===== src/rtl/multicycle_ctrl.sv =====
// Main control FSM for the multi-cycle MIPS datapath: sequences each instruction and drives datapath strobes and ALUOp.
// Optional feature: define MC_JAL_EN to support jal (JALWB state); otherwise jal decodes as illegal.
module multicycle_ctrl (
   input  logic       clk_i,
   input  logic       rst_i,
   input  logic [5:0] opcode_i,
   input  logic       mem_ready_i,
   output logic       pc_write_o,
   output logic       pc_write_cond_o,
   output logic [1:0] pc_src_o,
   output logic       i_or_d_o,
   output logic       mem_read_o,
   output logic       mem_write_o,
   output logic       ir_write_o,
   output logic [1:0] reg_dst_o,
   output logic [1:0] mem_to_reg_o,
   output logic       reg_write_o,
   output logic       alu_src_a_o,
   output logic [1:0] alu_src_b_o,
   output logic [2:0] alu_op_o,
   output logic       instr_done_o,
   output logic       illegal_o,
   output logic [3:0] state_o
);

   localparam logic [5:0] OP_R    = 6'b000000;
   localparam logic [5:0] OP_ADDI = 6'b001000;
   localparam logic [5:0] OP_SLTI = 6'b001010;
   localparam logic [5:0] OP_LW   = 6'b100011;
   localparam logic [5:0] OP_SW   = 6'b101011;
   localparam logic [5:0] OP_BEQ  = 6'b000100;
   localparam logic [5:0] OP_J    = 6'b000010;
`ifdef MC_JAL_EN
   localparam logic [5:0] OP_JAL  = 6'b000011;
`endif

   localparam logic [2:0] ALU_FUNCT = 3'b000;
   localparam logic [2:0] ALU_SUB   = 3'b001;
   localparam logic [2:0] ALU_ADDI  = 3'b010;
   localparam logic [2:0] ALU_SLTI  = 3'b011;
   localparam logic [2:0] ALU_ADD   = 3'b100;
   localparam logic [2:0] ALU_JUMP  = 3'b101;

   typedef enum logic [3:0] {
      S_FETCH  = 4'd0,
      S_DECODE = 4'd1,
      S_MEMADR = 4'd2,
      S_MEMRD  = 4'd3,
      S_MEMWB  = 4'd4,
      S_MEMWR  = 4'd5,
      S_EXEC   = 4'd6,
      S_ALUWB  = 4'd7,
      S_BRANCH = 4'd8,
      S_JUMP   = 4'd9,
      S_IEXEC  = 4'd10,
      S_IWB    = 4'd11,
      S_JALWB  = 4'd12
   } state_t;

   state_t state_reg;
   state_t state_next;

   always_ff @(posedge clk_i or posedge rst_i) begin
      if (rst_i) begin
         state_reg <= S_FETCH;
      end else begin
         state_reg <= state_next;
      end
   end

   always_comb begin
      state_next = S_FETCH;
      case (state_reg)
         S_FETCH:  state_next = mem_ready_i ? S_DECODE : S_FETCH;
         S_DECODE: begin
            case (opcode_i)
               OP_LW, OP_SW:     state_next = S_MEMADR;
               OP_R:             state_next = S_EXEC;
               OP_BEQ:           state_next = S_BRANCH;
               OP_J:             state_next = S_JUMP;
               OP_ADDI, OP_SLTI: state_next = S_IEXEC;
`ifdef MC_JAL_EN
               OP_JAL:           state_next = S_JALWB;
`endif
               default:          state_next = S_FETCH;
            endcase
         end
         S_MEMADR: begin
            if (opcode_i == OP_LW) begin
               state_next = S_MEMRD;
            end else if (opcode_i == OP_SW) begin
               state_next = S_MEMWR;
            end else begin
               state_next = S_FETCH;
            end
         end
         S_MEMRD:  state_next = mem_ready_i ? S_MEMWB : S_MEMRD;
         S_MEMWR:  state_next = mem_ready_i ? S_FETCH : S_MEMWR;
         S_EXEC:   state_next = S_ALUWB;
         S_IEXEC:  state_next = S_IWB;
         default:  state_next = S_FETCH;
      endcase
   end

   // Opcodes DECODE can dispatch; everything else raises illegal_o.
   function automatic logic is_legal(input logic [5:0] op);
      logic ok;
      ok = 1'b0;
      case (op)
         OP_R, OP_ADDI, OP_SLTI, OP_LW, OP_SW, OP_BEQ, OP_J: ok = 1'b1;
`ifdef MC_JAL_EN
         OP_JAL: ok = 1'b1;
`endif
         default: ok = 1'b0;
      endcase
      return ok;
   endfunction

   // Outputs are forced low while rst_i is high so that FETCH strobes
   // never leak out during reset, even though state_reg already reads FETCH.
   always_comb begin
      pc_write_o      = 1'b0;
      pc_write_cond_o = 1'b0;
      pc_src_o        = 2'b00;
      i_or_d_o        = 1'b0;
      mem_read_o      = 1'b0;
      mem_write_o     = 1'b0;
      ir_write_o      = 1'b0;
      reg_dst_o       = 2'b00;
      mem_to_reg_o    = 2'b00;
      reg_write_o     = 1'b0;
      alu_src_a_o     = 1'b0;
      alu_src_b_o     = 2'b00;
      alu_op_o        = 3'b000;
      instr_done_o    = 1'b0;
      illegal_o       = 1'b0;
      state_o         = 4'd0;
      if (!rst_i) begin
         state_o = state_reg;
         case (state_reg)
            S_FETCH: begin
               mem_read_o  = 1'b1;
               alu_src_b_o = 2'b01;
               alu_op_o    = ALU_ADD;
               ir_write_o  = mem_ready_i;
               pc_write_o  = mem_ready_i;
            end
            S_DECODE: begin
               alu_src_b_o = 2'b11;
               alu_op_o    = ALU_ADD;
               if (!is_legal(opcode_i)) begin
                  illegal_o    = 1'b1;
                  instr_done_o = 1'b1;
               end
            end
            S_MEMADR: begin
               alu_src_a_o = 1'b1;
               alu_src_b_o = 2'b10;
               alu_op_o    = ALU_ADD;
            end
            S_MEMRD: begin
               mem_read_o = 1'b1;
               i_or_d_o   = 1'b1;
            end
            S_MEMWB: begin
               mem_to_reg_o = 2'b01;
               reg_write_o  = 1'b1;
               instr_done_o = 1'b1;
            end
            S_MEMWR: begin
               mem_write_o  = 1'b1;
               i_or_d_o     = 1'b1;
               instr_done_o = mem_ready_i;
            end
            S_EXEC: begin
               alu_src_a_o = 1'b1;
               alu_op_o    = ALU_FUNCT;
            end
            S_ALUWB: begin
               reg_dst_o    = 2'b01;
               reg_write_o  = 1'b1;
               instr_done_o = 1'b1;
            end
            S_BRANCH: begin
               alu_src_a_o     = 1'b1;
               alu_op_o        = ALU_SUB;
               pc_write_cond_o = 1'b1;
               pc_src_o        = 2'b01;
               instr_done_o    = 1'b1;
            end
            S_JUMP: begin
               alu_op_o     = ALU_JUMP;
               pc_write_o   = 1'b1;
               pc_src_o     = 2'b10;
               instr_done_o = 1'b1;
            end
            S_IEXEC: begin
               alu_src_a_o = 1'b1;
               alu_src_b_o = 2'b10;
               alu_op_o    = (opcode_i == OP_SLTI) ? ALU_SLTI : ALU_ADDI;
            end
            S_IWB: begin
               reg_write_o  = 1'b1;
               instr_done_o = 1'b1;
            end
`ifdef MC_JAL_EN
            // $31 is written from the PC register itself, which still holds
            // PC+4 because the PC load happens on the same edge.
            S_JALWB: begin
               alu_op_o     = ALU_JUMP;
               reg_dst_o    = 2'b10;
               mem_to_reg_o = 2'b10;
               reg_write_o  = 1'b1;
               pc_write_o   = 1'b1;
               pc_src_o     = 2'b10;
               instr_done_o = 1'b1;
            end
`endif
            default: begin
               state_o = state_reg;
            end
         endcase
      end
   end

endmodule


===== config.mk =====
export PLATFORM = sky130hd
export DESIGN_NAME = multicycle_ctrl
export DESIGN_NICKNAME = d
export VERILOG_FILES = /design/src/rtl/multicycle_ctrl.sv
export SDC_FILE = /design/constraint.sdc
export NUM_CORES = 1
export LEC_CHECK = 0
export CAP_MARGIN = 20
export CORE_MARGIN = 1
export CORE_UTILIZATION = 44
export DETAILED_ROUTE_END_ITERATION = 7
export GPL_TIMING_DRIVEN = 1
export PLACE_DENSITY = 0.85
export SETUP_SLACK_MARGIN = 0.15
export SLEW_MARGIN = 20
export SYNTH_ARGS = -nofsm -noshare
export SYNTH_HDL_FRONTEND = slang
export SYNTH_SLANG_ARGS = --single-unit
export TNS_END_PERCENT = 10

===== constraint.sdc =====
create_clock -name clk_i -period 4.8 [get_ports clk_i]
set_clock_uncertainty 0.1 [all_clocks]
set_input_delay 0.72 -clock clk_i [delete_from_list [all_inputs] [get_ports clk_i]]
set_output_delay 0.72 -clock clk_i [all_outputs]
set_load 0.01 [all_outputs]

==> metrics.log, run 1 <==
[metrics] status: finished clean
[metrics] share of synthesized flip-flops with an asynchronous set or reset: 1.00
[metrics] GR Layer Usage met1: 0.256
[metrics] CTS tree: done
[metrics] clock slew at reported path FFs: approximately 0.040 ns
[metrics] top flip-flop cell by instance count after synthesis: dfrtp_1
[metrics] flip-flop count of the largest register after layout: 4
[metrics] CP endpoint kind: primary output
[metrics] Synth Cell Area: between 700 and 800 um^2
[metrics] maximum number of pins on one net before global-route repair: 22
[metrics] global route total overflow: 0
[metrics] clock sink total: 4
[metrics] HP Class: reg2reg
[metrics] part of the Yosys area used for sequential elements: 0.136
[metrics] clock latency at the later pin of the worst-skew pair: 0.25 ns
[metrics] H-tree levels: 1
[metrics] fin crit period: 3.64 ns
[metrics] RSZ-0062 raised after global routing: false
[metrics] number of standard cells after synthesis: 102
[metrics] final hold vios: 0
[metrics] net count reported at finish: ~140
[metrics] most frequent cell on the critical path: clkdlybuf4s50_1
[metrics] area of the core region: 1520 um^2
[metrics] highest-delay cell along the critical path: or4b_4
[metrics] max-slew violation total from the final report: 0
[metrics] largest buffer count on any clock path: 2
[metrics] maximum frequency from static timing analysis: 275 MHz
[metrics] proportion of layout cells with a drive suffix above 1: 0.0887
[metrics] cell count after placement: 137
[metrics] antenna diode count: 0
[metrics] critical-path cell list: clkdlybuf4s50_1, or2_4, or4b_4, and4_4, a31o_1, clkdlybuf4s50_1
[metrics] Avg Synthesized Cell Area: 7.20 um^2
[metrics] delay-heaviest family, CP: simple AND/OR/NAND/NOR gates
[metrics] max_slew headroom: 0.577
[metrics] category of the critical setup timing path: in2out
[metrics] number of max-cap violations: 0
[metrics] mux cell area share after synthesis: 0
[metrics] M2 GR Usage: 0.379
[metrics] delay of the slowest critical-path stage: 0.51 ns
[metrics] Post CTS Setup Buffer Count: 0
[metrics] Yosys warnings: 0
[metrics] number of global-route vias before repair: 737
[metrics] highest fanout seen on the critical path: 4
[metrics] Worst-Margin Slew: ~0.64 ns
[metrics] final estimated routing congestion in global placement: slightly above 0.8
[metrics] met3 track utilization from global routing: 0.0383
[metrics] Crit path buffers/inverters: 2
[metrics] Worst EP arrival: ~2.8 ns
[metrics] routed wire length per instance: 13.4 um
[metrics] fraction of the cycle the final worst path needs: 0.759
[metrics] aggregate routed wire length: between 1500 and 2000 um
[metrics] Remaining DRCs: 0
[metrics] post-synthesis adder-cell area fraction: 0
[metrics] Iter 0 DRT Violations: 20
[metrics] relative area change from synthesis to final layout: 32.4%
[metrics] Filler Cell Count: ~140
[metrics] gr usage total: 0.215
[metrics] TNS Setup: 0 ns
[metrics] Ports: 34
[metrics] CTS buffer count: 3
[metrics] Detailed Routing Iterations Pass 1: 4
[metrics] power density over the cells: 149 nW/um^2
[metrics] hpwl dp: 1390 um
[metrics] final instance area: 972 um^2
[metrics] Die X: 42.9 um
[metrics] largest family of logic cells by synthesized area: simple AND/OR/NAND/NOR gates
[metrics] initial cell density of the core: 0.482
[metrics] # rows: 14
[metrics] antenna violations before repair: 0
[metrics] number of cells in the finished layout apart from fillers: 140
[metrics] sequential cell area: 100 um^2
[metrics] required time at the endpoint of the critical path: between 3 and 4 ns
[metrics] DP Area: about 950 um^2
[metrics] height of the die: 42.9 um
[metrics] worst slack, placed: roughly 1.2 ns
[metrics] share of the core filled with cells: 0.638
[metrics] min setup slack post-route: 1.16 ns
[metrics] DRT antenna net count: 0
[metrics] quantity of I/O buffers inserted on ports: 31
[metrics] via/cell ratio: 5.99
[metrics] combined area of the multi-input logic cells: 502 um^2
[metrics] synthesized-area fraction occupied by ao, oa, aoi and oai cells: 0.191
[metrics] number of storage elements in the synthesis netlist: 4
[metrics] simple-gate share of the synthesized area: 0.458
[metrics] Clk Tree Root Cell: clkbuf_4
[metrics] Worst Setup Start Kind: primary input
[metrics] area of the die: 1840 um^2
[metrics] number of gates resized after cts: 0
[metrics] distinct cell type count after synthesis: 43
[metrics] DR vias: 839
[metrics] setup violators final: 0
[metrics] busiest layer in global routing: met2
[metrics] xor and xnor area share after synthesis: 0.0239
[metrics] maximum vdd drop: approximately 120 uV
[metrics] cts hold-fix bufs: 0
[metrics] P_leak: around 0.36 nW
[metrics] wire length of the first global-routing pass: between 3000 and 4000 um
[metrics] number of synthesized flops with an enable pin: 0
[path summary, 6_finish.rpt]
path                               from      endpoint  slack (ns)  depth (start not counted)
max                         opcode_i[0]  instr_done_o        1.16                          6
min in group asynchronous         rst_i  state_reg[0]        0.89                          2
min reg2reg                state_reg[3]  state_reg[0]        0.75                          1
min                        state_reg[3]  state_reg[0]        0.75                          1
max in group asynchronous         rst_i  state_reg[3]        3.53                          2
max reg2reg                state_reg[0]  state_reg[0]        3.01                          4
[layout by cell type (no fill, tap or decap), types with 3 or more instances in the layout]
cell	n
clkdlybuf4s50_1	31
nor2_1	16
nand2_1	5
nor3_1	5
nor2b_1	4
nor4_1	4
a21oi_1	4
o21ai_0	4
nor3b_1	4
dfrtp_1	4
nand4_1	3
o211ai_1	3
inv_1	3
and3_1	3
clkbuf_4	3
[where the power goes]
part	leakage (nW)	switching (mW)	internal [mW]
clock network	0.0138	0.0155	0.0281
registers	0.0542	0.00809	0.0352
logic	0.287	0.0261	0.0316
total	0.355	0.0497	0.0949
[cells by family (layout without fill, tap and decap cells)]
kind of cell              count (synthesis)  after routing
and+or+nand+nor                          57             57
xor gates and xnor gates                  2              2
other                                     1              2
buffers and inverters                    17             38
DFF                                       4              4
AOI/OAI and AO/OA                        21             21
[cell usage after synthesis, types with 2 or more instances]
master / instances / share of area
a21oi_1: 4 / 0.027
and3_1: 3 / 0.026
buf_4: 3 / 0.031
buf_6: 5 / 0.077
clkbuf_1: 2 / 0.010
clkbuf_8: 2 / 0.037
dfrtp_1: 4 / 0.14
inv_1: 3 / 0.015
nand2_1: 5 / 0.026
nand4_1: 3 / 0.026
nor2_1: 16 / 0.082
nor2b_1: 4 / 0.034
nor3_1: 5 / 0.034
nor3b_1: 4 / 0.041
nor4_1: 4 / 0.034
nor4b_1: 2 / 0.024
o211ai_1: 3 / 0.031
o21ai_0: 4 / 0.027
o21ai_1: 2 / 0.014
[layout make-up]
cell class,instances,share of cell area
well taps,16,0.0206
multi-input cells,82,0.516
clock buffers,3,0.0232
inverters,4,0.0180
repair buffers,31,0.319
flip-flops and latches,4,0.103
[layer usage]
layer	routed length [um]	part of all wire
met4	41	0.022
met1	801	0.43
met2	946	0.50
met5	0	0
met3	93	0.049
[per-stage QoR]
stage	total power, mW	hold WS (ns)
2_1_floorplan	0.0803	0.512
3_3_place_gp	0.0998	0.700
3_5_place_dp	0.101	0.723
4_1_cts	0.145	0.724
5_1_grt	0.155	0.772
6_report	0.145	0.746
No activity file was read; power rests on OpenSTA's default activity.
==> run 2, diff against run 1 <==
--- a/config.mk
+++ b/config.mk
@@ -7,10 +7,10 @@
 export LEC_CHECK = 0
 export CAP_MARGIN = 20
 export CORE_MARGIN = 1
-export CORE_UTILIZATION = 44
+export CORE_UTILIZATION = 37
 export DETAILED_ROUTE_END_ITERATION = 7
 export GPL_TIMING_DRIVEN = 1
-export PLACE_DENSITY = 0.85
+export PLACE_DENSITY = 0.76
 export SETUP_SLACK_MARGIN = 0.15
 export SLEW_MARGIN = 20
 export SYNTH_ARGS = -nofsm -noshare
==> constraint.sdc (replaced) <==
create_clock -name clk_i -period 3.2 [get_ports clk_i]
set_clock_uncertainty 0.1 [all_clocks]
set_input_delay 0.48 -clock clk_i [delete_from_list [all_inputs] [get_ports clk_i]]
set_output_delay 0.48 -clock clk_i [all_outputs]
set_load 0.01 [all_outputs]
==> metrics.log, run 2 (synthesis gave the netlist of run 1 again) <==
[metrics] largest buffer count on any clock path: 2
[metrics] routed wire length per instance: 12.9 um
[metrics] highest fanout seen on the critical path: 4
[metrics] initial cell density of the core: 0.408
[metrics] relative area change from synthesis to final layout: 37.8%
[metrics] most frequent standard cell in the layout excluding fill and tap cells: clkdlybuf4s50_1
[metrics] wire length of the first global-routing pass: 3330 um
[metrics] H-tree levels: 1
[metrics] delay of the slowest critical-path stage: approximately 0.52 ns
[metrics] maximum vdd drop: 140 uV
[metrics] net count reported at finish: 139
[metrics] worst slack, placed: around 0.052 ns
[metrics] endpoint of the worst register-to-register path: state_reg[2]
[metrics] HP Class: in2async
[metrics] number of cells in the finished layout apart from fillers: 153
[metrics] flip-flop count of the largest register after layout: 4
[metrics] delay-heaviest family, CP: simple AND/OR/NAND/NOR gates
[metrics] category of the critical setup timing path: in2out
[metrics] clock latency at the later pin of the worst-skew pair: between 0.2 and 0.25 ns
[metrics] Iter 0 DRT Violations: 15
[metrics] hpwl dp: 1470 um
[metrics] max-slew violation total from the final report: 0
[metrics] min setup slack post-route: approximately 0.23 ns
[metrics] antenna diode count: 0
[metrics] quantity of I/O buffers inserted on ports: 31
[metrics] fin crit period: slightly below 3 ns
[metrics] maximum frequency from static timing analysis: 337 MHz
[metrics] TNS Setup: 0 ns
[metrics] CTS tree: done
[metrics] via/cell ratio: 5.44
[metrics] global route total overflow: 0
[metrics] top metal layer carrying routed signals: met4
[metrics] Detail Route met2 WL: a little under 1000 um
[metrics] number of global-route vias before repair: 753
[metrics] required time at the endpoint of the critical path: 2.62 ns
[metrics] setup violators final: 0
[metrics] Worst EP arrival: 2.39 ns
[metrics] number of max-cap violations: 0
[metrics] Clk Tree Root Cell: clkbuf_4
[metrics] max_slew headroom: 0.582
[metrics] met3 layer wire length in the routed design: 91 um
[metrics] gr usage total: 0.217
[metrics] proportion of layout cells with a drive suffix above 1: 0.117
[metrics] flop-to-flop setup slack: 1.38 ns
[metrics] Metal-1 WL: 887 um
[metrics] RSZ-0062 raised after global routing: false
[metrics] Die X: 46.6 um
[metrics] final estimated routing congestion in global placement: 0.852
[metrics] P_leak: 0.379 nW
[metrics] share of the core filled with cells: 0.562
[metrics] clock slew at reported path FFs: 0.04 ns
[metrics] status: finished clean
[metrics] highest-delay cell along the critical path: or4b_4
[metrics] CTS buffer count: 3
[metrics] depth of the most critical reg-to-reg path: 4
[metrics] Detailed Routing Iterations Pass 1: 4
[metrics] aggregate routed wire length: 1970 um
[metrics] Worst-Margin Slew: between 0.6 and 0.7 ns
[metrics] cell count after placement: 150
[metrics] crit path from: opcode_i[0]
[metrics] CP endpoint kind: primary output
[metrics] maximum number of pins on one net before global-route repair: 22
[metrics] Ports: 34
[metrics] final instance area: 1010 um^2
[metrics] critical-path cell list: clkdlybuf4s50_1, or2_4, or4b_4, and4_4, clkdlybuf4s50_1
[metrics] area of the core region: between 1500 and 2000 um^2
[metrics] Remaining DRCs: 0
[metrics] fraction of the cycle the final worst path needs: 0.928
[metrics] commonest cells after routing, fill and taps aside: clkdlybuf4s50_1 (30), nor2_1 (16), nand2_1 (5), nor3_1 (5)
[metrics] DRT antenna net count: 0
[metrics] Worst Setup Start Kind: primary input
[metrics] startpoint of the worst-slack reg-to-reg timing path: state_reg[1]
[metrics] cts hold-fix bufs: 0
[metrics] DR vias: approximately 830
[metrics] power density over the cells: roughly 220 nW/um^2
[metrics] Post CTS Setup Buffer Count: 0
[metrics] height of the die: 46.6 um
[metrics] area of the die: around 2200 um^2
[metrics] clock sink total: 4
[metrics] final hold vios: 0
[metrics] antenna violations before repair: 0
[metrics] Filler Cell Count: 197
[metrics] most frequent cell on the critical path: clkdlybuf4s50_1
[metrics] # rows: 15
[metrics] number of gates resized after cts: 1
[metrics] DP Area: 991 um^2
[metrics] Crit path buffers/inverters: 2
-- run 2: cell types whose count changed in the layout (fill, tap and decap cells not counted) --
| cell | before | now |
|---|---|---|
| buf_4 | 0 | 4 |
| clkdlybuf4s50_1 | 31 | 30 |
| dlygate4sd2_1 | 0 | 1 |
-- run 2: through the flow --
stage,hold WS (ns),power [mW]
floorplan,0.272,0.120
global placement,0.701,0.154
detailed placement,0.711,0.155
CTS,0.687,0.220
global route,0.723,0.239
finish,0.690,0.220
-- run 2: power by group --
part	leakage (nW)	internal [mW]	total, mW	switching (mW)
Clock	0.0138	0.0421	0.0656	0.0235
Sequential	0.0542	0.0529	0.0647	0.0119
Combinational	0.311	0.0497	0.0896	0.0399
Total	0.379	0.145	0.220	0.0752
-- run 2: how the worst max path moves through the flow --
stage	slack (ns)	to	cells past startpoint
6_report	0.23	illegal_o	5
5_1_grt	0.19	illegal_o	5
4_1_cts	0.22	illegal_o	5
3_5_place_dp	0.05	instr_done_o	6
3_3_place_gp	0.07	instr_done_o	6
2_1_floorplan	0.98	instr_done_o	4
-- run 2: routing by layer --
| layer | vias up | global-route usage |
|---|---|---|
| met3 | 4 | 0.0314 |
| met4 | 0 | 0.124 |
| met1 | 375 | 0.264 |
| met5 | - | 0 |
| met2 | 35 | 0.358 |
| li1 | 419 | - |
-- run 2: final cells by class --
type,count,area (um^2),area share
clock buffers,3,22.5,0.0222
inverters,4,17.5,0.0173
multi-input cells,82,502,0.496
flip-flops and latches,4,100,0.0989
well taps,25,31.3,0.0309
repair buffers,35,339,0.335
-- run 2: tightest hold or removal path, delay by kind of cell --
family	cells	cell delay (ns)
buffers and inverters	3	0.90
==> run 3, diff against run 2 <==
--- a/config.mk
+++ b/config.mk
@@ -7,10 +7,10 @@
 export LEC_CHECK = 0
 export CAP_MARGIN = 20
 export CORE_MARGIN = 1
-export CORE_UTILIZATION = 37
+export CORE_UTILIZATION = 44
 export DETAILED_ROUTE_END_ITERATION = 7
 export GPL_TIMING_DRIVEN = 1
-export PLACE_DENSITY = 0.76
+export PLACE_DENSITY = 0.85
 export SETUP_SLACK_MARGIN = 0.15
 export SLEW_MARGIN = 20
 export SYNTH_ARGS = -nofsm -noshare
==> constraint.sdc (replaced) <==
create_clock -name clk_i -period 3.8 [get_ports clk_i]
set_clock_uncertainty 0.1 [all_clocks]
set_input_delay 0.57 -clock clk_i [delete_from_list [all_inputs] [get_ports clk_i]]
set_output_delay 0.57 -clock clk_i [all_outputs]
set_load 0.01 [all_outputs]
==> metrics.log, run 3 (synthesis gave the netlist of run 1 again) <==
[metrics] worst hold slack after final layout: 0.737 ns
[metrics] CTS tree: done
[metrics] fraction of the cycle the final worst path needs: 0.880
[metrics] Ports: 34
[metrics] NetSw: 0.0573 mW
[metrics] delay of the slowest critical-path stage: ~0.51 ns
[metrics] # rows: 14
[metrics] critical-path cell list: clkdlybuf4s50_1, or2_4, or4b_4, and4_4, a31o_1, clkdlybuf4s50_1
[metrics] Internal Dissipation: 0.120 mW
[metrics] clock latency at the later pin of the worst-skew pair: between 0.2 and 0.25 ns
[metrics] switching share of power: 0.324
[metrics] maximum frequency from static timing analysis: approximately 300 MHz
[metrics] Worst Setup Start Kind: primary input
[metrics] net count reported at finish: 135
[metrics] startpoint of the worst-slack reg-to-reg timing path: state_reg[0]
[metrics] number of cells on the worst hold path: 1
[metrics] cts hold-fix bufs: 0
[metrics] max-slew violation total from the final report: 0
[metrics] clock network fraction of design power: 0.280
[metrics] number of gates resized after cts: 0
[metrics] antenna violations before repair: 0
[metrics] most frequent cell on the critical path: clkdlybuf4s50_1
[metrics] end point of the worst hold path: state_reg[3]
[metrics] sequential cell area: 100 um^2
[metrics] hpwl dp: ~1400 um
[metrics] CP endpoint kind: primary output
[metrics] status: finished clean
[metrics] endpoint of the worst register-to-register path: state_reg[0]
[metrics] area of the core region: 1520 um^2
[metrics] proportion of power drawn by flip-flops and latches: 0.308
[metrics] via/cell ratio: 5.80
[metrics] setup violators final: 0
[metrics] depth of the most critical reg-to-reg path: 4
[metrics] Die X: roughly 43 um
[metrics] Filler Cell Count: roughly 140
[metrics] number of global-route vias before repair: 756
[metrics] Clk Tree Root Cell: clkbuf_4
[metrics] number of max-cap violations: 0
[metrics] highest-delay cell along the critical path: or4b_4
[metrics] global route total overflow: 0
[metrics] routed wire length per instance: 13.1 um
[metrics] hold wc startpoint: state_reg[2]
[metrics] proportion of layout cells with a drive suffix above 1: 0.0887
[metrics] HP Class: reg2reg
[metrics] Remaining DRCs: 0
[metrics] worst slack, placed: around 0.46 ns
[metrics] Detailed Routing Iterations Pass 1: 4
[metrics] antenna diode count: 0
[metrics] highest fanout seen on the critical path: 4
[metrics] area of the die: 1840 um^2
[metrics] maximum number of pins on one net before global-route repair: 22
[metrics] part of the power in combinational logic: 0.412
[metrics] final estimated routing congestion in global placement: approximately 0.81
[metrics] combined area of the multi-input logic cells: approximately 500 um^2
[metrics] height of the die: approximately 43 um
[metrics] commonest cells after routing, fill and taps aside: clkdlybuf4s50_1 (31), nor2_1 (16), nand2_1 (5), nor3_1 (5)
[metrics] min setup slack post-route: 0.455 ns
[metrics] max_slew headroom: 0.586
[metrics] Iter 0 DRT Violations: 27
[metrics] relative area change from synthesis to final layout: 32.4%
[metrics] gr usage total: 0.205
[metrics] aggregate routed wire length: 1840 um
[metrics] RSZ-0062 raised after global routing: false
[metrics] Post CTS Setup Buffer Count: 0
[metrics] largest buffer count on any clock path: 2
[metrics] CTS buffer count: 3
[metrics] DR vias: ~810
[metrics] most frequent standard cell in the layout excluding fill and tap cells: clkdlybuf4s50_1
[metrics] clock sink total: 4
[metrics] flop-to-flop setup slack: 2.03 ns
[metrics] maximum vdd drop: 151 uV
[metrics] DRT antenna net count: 0
[metrics] P_leak: roughly 0.36 nW
[metrics] H-tree levels: 1
[metrics] Worst-Margin Slew: about 0.62 ns
[metrics] TNS Setup: 0 ns
[metrics] power density over the cells: between 150 and 200 nW/um^2
[metrics] Worst EP arrival: 2.68 ns
[metrics] category of the critical setup timing path: in2out
[metrics] final hold vios: 0
[metrics] initial cell density of the core: 0.482
[metrics] Crit path buffers/inverters: 2
[metrics] flip-flop count of the largest register after layout: 4
[metrics] required time at the endpoint of the critical path: 3.13 ns
[metrics] quantity of I/O buffers inserted on ports: 31
[metrics] fin crit period: 3.35 ns
[metrics] delay-heaviest family, CP: simple AND/OR/NAND/NOR gates
[metrics] wire length of the first global-routing pass: 3020 um
[metrics] clock slew at reported path FFs: roughly 0.040 ns
==> run 3: routing by layer <==
layer  wire length [um]  track usage
met1                789        0.267
met2                971        0.345
met3                 57       0.0298
met4                 19       0.0625
met5                  0            0
==> run 3: worst register-to-register path, stage by stage, from the launching register on <==
cell and delay, ns:
dfrtp_1 0.70, nand2b_1 0.27, nor4b_1 0.38, o211ai_1 0.13
o221ai_1 0.10
==> run 3: power groups by stage <==
stage          registers [mW]  clock network (mW)  logic [mW]
2_1_floorplan          0.0464                   0      0.0550
3_3_place_gp           0.0549                   0      0.0711
3_5_place_dp           0.0548                   0      0.0725
4_1_cts                0.0543              0.0514      0.0728
5_1_grt                0.0561              0.0561      0.0786
6_report               0.0545              0.0495      0.0728
==> run 3: layout make-up <==
| class | instances | share of cell area |
|---|---|---|
| multi-input cells | 82 | 0.516 |
| repair buffers | 31 | 0.319 |
| flip-flops and latches | 4 | 0.103 |
| clock buffers | 3 | 0.0232 |
| well taps | 16 | 0.0206 |
| inverters | 4 | 0.0180 |
==> run 3: how the worst max path moves through the flow <==
stage	startpoint	to	cells after the start
CTS	opcode_i[0]	instr_done_o	6
global placement	opcode_i[0]	instr_done_o	6
floorplan	opcode_i[0]	instr_done_o	4
finish	opcode_i[0]	instr_done_o	6
global route	opcode_i[0]	instr_done_o	6
detailed placement	opcode_i[0]	instr_done_o	6
==> run 3: metrics by stage <==
stage	instances	cell area (um^2)	total power, mW	util
after global placement	137	950	0.126	0.623
after floorplan	103	738	0.101	-
final	140	972	0.177	0.638
after CTS	140	972	0.178	0.638
after detailed placement	137	950	0.127	0.623
after global routing	140	972	0.191	0.638
